File: config.mk
export PLATFORM = sky130hd
export DESIGN_NAME = gb_host_bridge
export DESIGN_NICKNAME = d
export VERILOG_FILES = /design/src/rtl/gb_host_bridge.sv
export SDC_FILE = /design/constraint.sdc
export NUM_CORES = 1
export LEC_CHECK = 0
export ABC_AREA = 1
export CORE_MARGIN = 2
export CORE_UTILIZATION = 30
export CTS_CLUSTER_SIZE = 24
export DETAILED_ROUTE_END_ITERATION = 8
export GPL_ROUTABILITY_DRIVEN = 0
export PLACE_DENSITY = 0.72
export SLEW_MARGIN = 20
export SYNTH_ARGS = -nofsm -noshare
export SYNTH_HDL_FRONTEND = slang
export SYNTH_SLANG_ARGS = --single-unit
File: constraint.sdc
create_clock -name clk_i -period 3.7 [get_ports clk_i]
set_clock_uncertainty 0.1 [all_clocks]
set_input_delay 1.11 -clock clk_i [delete_from_list [all_inputs] [get_ports clk_i]]
set_output_delay 1.11 -clock clk_i [all_outputs]
set_load 0.01 [all_outputs]
File: src/rtl/gb_host_bridge.sv
// gb_host_bridge: single-outstanding host master driving the ghostbus addr/din/we bus.
// Build option GB_HOST_WRITE_ACK_EN: when defined, every write returns an acknowledge response.
module gb_host_bridge #(
    parameter int AW     = 24,
    parameter int DW     = 32,
    parameter int RD_LAT = 1
) (
    input  logic          clk_i,
    input  logic          rst_n_i,
    input  logic          cmd_valid_i,
    output logic          cmd_ready_o,
    input  logic          cmd_write_i,
    input  logic [AW-1:0] cmd_addr_i,
    input  logic [DW-1:0] cmd_wdata_i,
    output logic          resp_valid_o,
    input  logic          resp_ready_i,
    output logic [DW-1:0] resp_data_o,
    output logic          resp_write_o,
    output logic [AW-1:0] bus_addr_o,
    output logic [DW-1:0] bus_din_o,
    output logic          bus_we_o,
    input  logic [DW-1:0] bus_dout_i,
    output logic          busy_o
);
    // state   | meaning
    // S_IDLE  | ready for a command, cmd_ready_o high
    // S_ISSUE | command on the bus, write strobe high for writes
    // S_WAIT  | counting down the remaining read latency
    // S_RESP  | response presented until resp_ready_i
    typedef enum logic [1:0] {
        S_IDLE  = 2'd0,
        S_ISSUE = 2'd1,
        S_WAIT  = 2'd2,
        S_RESP  = 2'd3
    } state_e;

    localparam int CW = 4;

    state_e        state_q, state_d;
    logic [CW-1:0] cnt_q, cnt_d;
    logic          write_q, write_d;
    logic          cmd_ready_q, cmd_ready_d;
    logic          resp_valid_q, resp_valid_d;
    logic [DW-1:0] resp_data_q, resp_data_d;
    logic          resp_write_q, resp_write_d;
    logic [AW-1:0] bus_addr_q, bus_addr_d;
    logic [DW-1:0] bus_din_q, bus_din_d;
    logic          bus_we_q, bus_we_d;
    logic          busy_q, busy_d;
    logic          accept;

    // cmd_ready_q is only ever high in S_IDLE, so it qualifies the handshake alone.
    assign accept = cmd_valid_i && cmd_ready_q;

    always_ff @(posedge clk_i or negedge rst_n_i) begin
        if (!rst_n_i) begin
            state_q <= S_IDLE;
        end else begin
            state_q <= state_d;
        end
    end

    always_comb begin
        state_d = state_q;
        case (state_q)
            S_IDLE: begin
                if (accept) state_d = S_ISSUE;
            end
            S_ISSUE: begin
                if (write_q) begin
`ifdef GB_HOST_WRITE_ACK_EN
                    state_d = S_RESP;
`else
                    state_d = S_IDLE;
`endif
                end else if (RD_LAT == 0) begin
                    state_d = S_RESP;
                end else begin
                    state_d = S_WAIT;
                end
            end
            S_WAIT: begin
                if (cnt_q == '0) state_d = S_RESP;
            end
            S_RESP: begin
                if (resp_ready_i) state_d = S_IDLE;
            end
            default: state_d = S_IDLE;
        endcase
    end

    always_comb begin
        cnt_d        = cnt_q;
        write_d      = write_q;
        cmd_ready_d  = cmd_ready_q;
        resp_valid_d = resp_valid_q;
        resp_data_d  = resp_data_q;
        resp_write_d = resp_write_q;
        bus_addr_d   = bus_addr_q;
        bus_din_d    = bus_din_q;
        bus_we_d     = 1'b0;
        busy_d       = (state_d != S_IDLE);
        case (state_q)
            S_IDLE: begin
                cmd_ready_d = !accept;
                if (accept) begin
                    bus_addr_d = cmd_addr_i;
                    bus_din_d  = cmd_wdata_i;
                    write_d    = cmd_write_i;
                    bus_we_d   = cmd_write_i;
                end
            end
            S_ISSUE: begin
                if (write_q) begin
`ifdef GB_HOST_WRITE_ACK_EN
                    resp_valid_d = 1'b1;
                    resp_data_d  = '0;
                    resp_write_d = 1'b1;
`else
                    cmd_ready_d  = 1'b1;
`endif
                end else if (RD_LAT == 0) begin
                    resp_valid_d = 1'b1;
                    resp_data_d  = bus_dout_i;
                    resp_write_d = 1'b0;
                end else begin
                    // One latency cycle is the ISSUE cycle itself.
                    cnt_d = CW'(RD_LAT - 1);
                end
            end
            S_WAIT: begin
                if (cnt_q == '0) begin
                    resp_valid_d = 1'b1;
                    resp_data_d  = bus_dout_i;
                    resp_write_d = 1'b0;
                end else begin
                    cnt_d = cnt_q - CW'(1);
                end
            end
            S_RESP: begin
                if (resp_ready_i) begin
                    resp_valid_d = 1'b0;
                    cmd_ready_d  = 1'b1;
                end
            end
            default: begin
                cmd_ready_d  = 1'b0;
                resp_valid_d = 1'b0;
            end
        endcase
    end

    always_ff @(posedge clk_i or negedge rst_n_i) begin
        if (!rst_n_i) begin
            cnt_q        <= '0;
            write_q      <= 1'b0;
            cmd_ready_q  <= 1'b0;
            resp_valid_q <= 1'b0;
            resp_data_q  <= '0;
            resp_write_q <= 1'b0;
            bus_addr_q   <= '0;
            bus_din_q    <= '0;
            bus_we_q     <= 1'b0;
            busy_q       <= 1'b0;
        end else begin
            cnt_q        <= cnt_d;
            write_q      <= write_d;
            cmd_ready_q  <= cmd_ready_d;
            resp_valid_q <= resp_valid_d;
            resp_data_q  <= resp_data_d;
            resp_write_q <= resp_write_d;
            bus_addr_q   <= bus_addr_d;
            bus_din_q    <= bus_din_d;
            bus_we_q     <= bus_we_d;
            busy_q       <= busy_d;
        end
    end

    assign cmd_ready_o  = cmd_ready_q;
    assign resp_valid_o = resp_valid_q;
    assign resp_data_o  = resp_data_q;
    assign resp_write_o = resp_write_q;
    assign bus_addr_o   = bus_addr_q;
    assign bus_din_o    = bus_din_q;
    assign bus_we_o     = bus_we_q;
    assign busy_o       = busy_q;

endmodule

==> results_dict.tcl <==
set metrics [dict create \
    drive_gt1_share_pct 4.07 \
    tns_ns 0 \
    hold_buffers 0 \
    slew_headroom_pct 39.1 \
    synthCells 433 \
    worst_r2r_endpoint "resp_data_o[9]" \
    cp_cell_sequence "clkdlybuf4s50_1 > nand2_1 > inv_1 > nand3_2 > inv_2 > nand2_1 > nand2_1" \
    hold_class "reg -> reg" \
    path_depth 7 \
    utilization_pct 48.5 \
    power_frac_seq_pct 37.8 \
    syn_to_final_growth_pct 56.7 \
    start_kind "primary input" \
    fin_crit_sh_pct 70.4 \
    start_util_pct 30.9 \
    fillCellCount 1194 \
    avgSynthCellArea_um2 9.06 \
    post_cts_buffers 0 \
    grt_usage_pct 14.3 \
    syn_area_um2 3920 \
    fin_ws_ns 1.10 \
    crit_family "buffers and inverters" \
    wire_per_inst_um 12.4 \
    pwr-share-clk_pct 17.7 \
    grt_max_degree 67 \
    crit_path_end "bus_addr_o[8]" \
    ys_seq_area_share_pct 63.2 \
    maxCapViolations 0 \
    dr.pass1.iters 4 \
    switching_power_mw 1.74 \
    tightest_slew_ns 0.912 \
    clkSlewWorstSetupHoldPaths_ns 0.07 \
    cts_tree "done" \
    final_cell_mix "214 x nand2_1, 183 x clkdlybuf4s50_1, 99 x dfrtp_1" \
    synth.top_cell.area_share_pct 63.2 \
    maxSlewViolCount 0 \
    slowest_stage "inv_2" \
    setup_viol 0 \
    crit_type "in -> reg" \
    crit_buf_inv 3 \
    worstPathMaxFanout 57 \
    grt_pass1_vias 3407 \
    die_area_um2 14000 \
    synth_seq_cells 99 \
    rows 41 \
    ys.warnings.count 0 \
    core_region_area_um2 12700 \
    cpPeakStageDelay_ns 0.68 \
    ff2ff_setup_slack_ns 1.85 \
    clock_path_buffers 2 \
    ir_worst_vdd_mv 0.340 \
    swShare_pct 34.8 \
    cts_resized 0 \
    crit_arrival_ns 2.78 \
    overflow 0 \
    die_h_um 118 \
    fin_nets 705 \
    status "completed" \
    multiInputGateArea_um2 1140 \
    io_buffer_count 184 \
    required_ns 3.88 \
    ys_types 22 \
    regArea_um2 2480 \
    p_int_mw 3.26 \
    clk_root_buffer_cell "clkbuf_16" \
    rsz0062_at_grt "false" \
    fmax_ghz 0.384 \
    htreeDepth 3 \
    crit_top_cell "nand2_1" \
    drtIter0Drc 180 \
    clock_latency_ns 0.33 \
    final_antenna_net_count 0 \
    num_io_pins 186 \
    drt-total-wl_um 9720 \
    endpoint_kind "flip-flop" \
    powerDensity_nw_per_um2 814 \
    worstRegToRegCells 4 \
    antenna_cells 0 \
    crit_start "cmd_valid_i" \
    hold_violations 0 \
    r2r-start "cnt_q[0]" \
    cts_buffers 9 \
    vias 3287 \
    synth_nets 528 \
    comb_power_share_pct 44.5 \
    layout_commonest_cell "nand2_1" \
    dp_slack_ns 0.709 \
    cts.sinks 99 \
    synth.area.top_cells "dfrtp_1 63%, nand2_1 20%, inv_1 3.7%" \
    grt_first_pass_wirelength_um 16400 \
    min_period_ns 2.60 \
    yosysTopAreaCell "dfrtp_1" \
    p_leak_nw 3.02 \
    drc 0 \
    hpwlAfterDp_um 7170 \
    die_width_um 118 \
    avgViaCountPerCell 4.18 \
    antenna_found_initial 0 \
]
[cell type report]
type                       count  area share (%)
clock inverter                 5           0.611
clock buffer                  11            4.11
tap                          172            3.50
sequential                    99            40.3
multi-input combinational    272            18.5
inverter                      42            2.57
timing repair buffer         186            30.4
[worst reg2reg max path, delay by kind of cell (launching register included)]
family                     cells  cell delay, ns
and+or+nand+nor                1            0.48
AOI/OAI and AO/OA              1            0.42
DFF                            1            0.39
adders and majority gates      1            0.24
buffers and inverters          1            0.12
[power groups by stage]
stage / sequential [mW] / combinational [mW] / clock [mW]
final: 1.89 / 2.22 / 0.886
after global routing: 1.96 / 2.46 / 0.953
after CTS: 1.89 / 2.25 / 0.912
after detailed placement: 1.90 / 2.25 / 0
after global placement: 1.89 / 2.18 / 0
after floorplan: 2.09 / 0.839 / 0
[cells in the mapped netlist]
master / count
or2_1: 1
buf_4: 4
inv_2: 3
buf_6: 8
nor2_4: 1
o21ai_0: 20
nand3_2: 2
o31ai_1: 1
o21ai_1: 15
clkbuf_1: 2
buf_2: 6
nand2_1: 214
inv_1: 39
o22ai_1: 1
nand3b_1: 1
ha_1: 2
conb_1: 1
xor2_1: 1
dfrtp_1: 99
nor2_1: 5
nand3_1: 5
a21oi_1: 2
[per-stage QoR]
stage | power [mW] | std cells | cell area, um^2 | hold slack, ns
after floorplan | 2.93 | 433 | 3920 | 0.358
after global placement | 4.07 | 771 | 5850 | 0.363
after detailed placement | 4.15 | 771 | 5850 | 0.368
after CTS | 5.06 | 787 | 6140 | 0.387
after global routing | 5.37 | 787 | 6140 | 0.397
final | 5.00 | 787 | 6140 | 0.382
[state kept, by name (all words and copies together), names as in the netlist]
| register | count |
|---|---|
| bus_we_o | 1 |
| cmd_ready_o | 1 |
| resp_valid_o | 1 |
| busy_o | 1 |
| bus_din_o | 32 |
| write_q | 1 |
| state_q | 2 |
| resp_data_o | 32 |
| bus_addr_o | 24 |
| cnt_q | 4 |
[worst min-delay path by stage]
stage | startpoint | endpoint | slack [ns] | depth (start not counted)
CTS | bus_din_o[12] | bus_din_o[12] | 0.39 | 2
floorplan | cnt_q[0] | cnt_q[0] | 0.36 | 1
detailed placement | bus_din_o[2] | bus_din_o[2] | 0.37 | 2
finish | bus_addr_o[18] | bus_addr_o[18] | 0.38 | 2
global placement | bus_din_o[5] | bus_din_o[5] | 0.36 | 2
global route | bus_din_o[12] | bus_din_o[12] | 0.40 | 2
[per-layer routing]
metal / GRT usage (%) / vias to the layer above / part of all wire, %
met5: 0 / - / 0
met3: 4.01 / 12 / 8.5
met2: 23.2 / 140 / 45
met1: 17.9 / 1479 / 44
met4: 5.95 / 0 / 1.8
li1: - / 1656 / -
[cell families (layout without fill, tap and decap cells)]
logic type | after synthesis | after routing | synth area share, %
and+or+nand+nor | 229 | 229 | 22.8
DFF | 99 | 99 | 63.2
buffers and inverters | 62 | 244 | 8.04
AOI/OAI and AO/OA | 39 | 39 | 5.07
adders and majority gates | 2 | 2 | 0.638
other | 1 | 1 | 0.0956
xor gates and xnor gates | 1 | 1 | 0.223
Power figures use the tool's default switching activity.
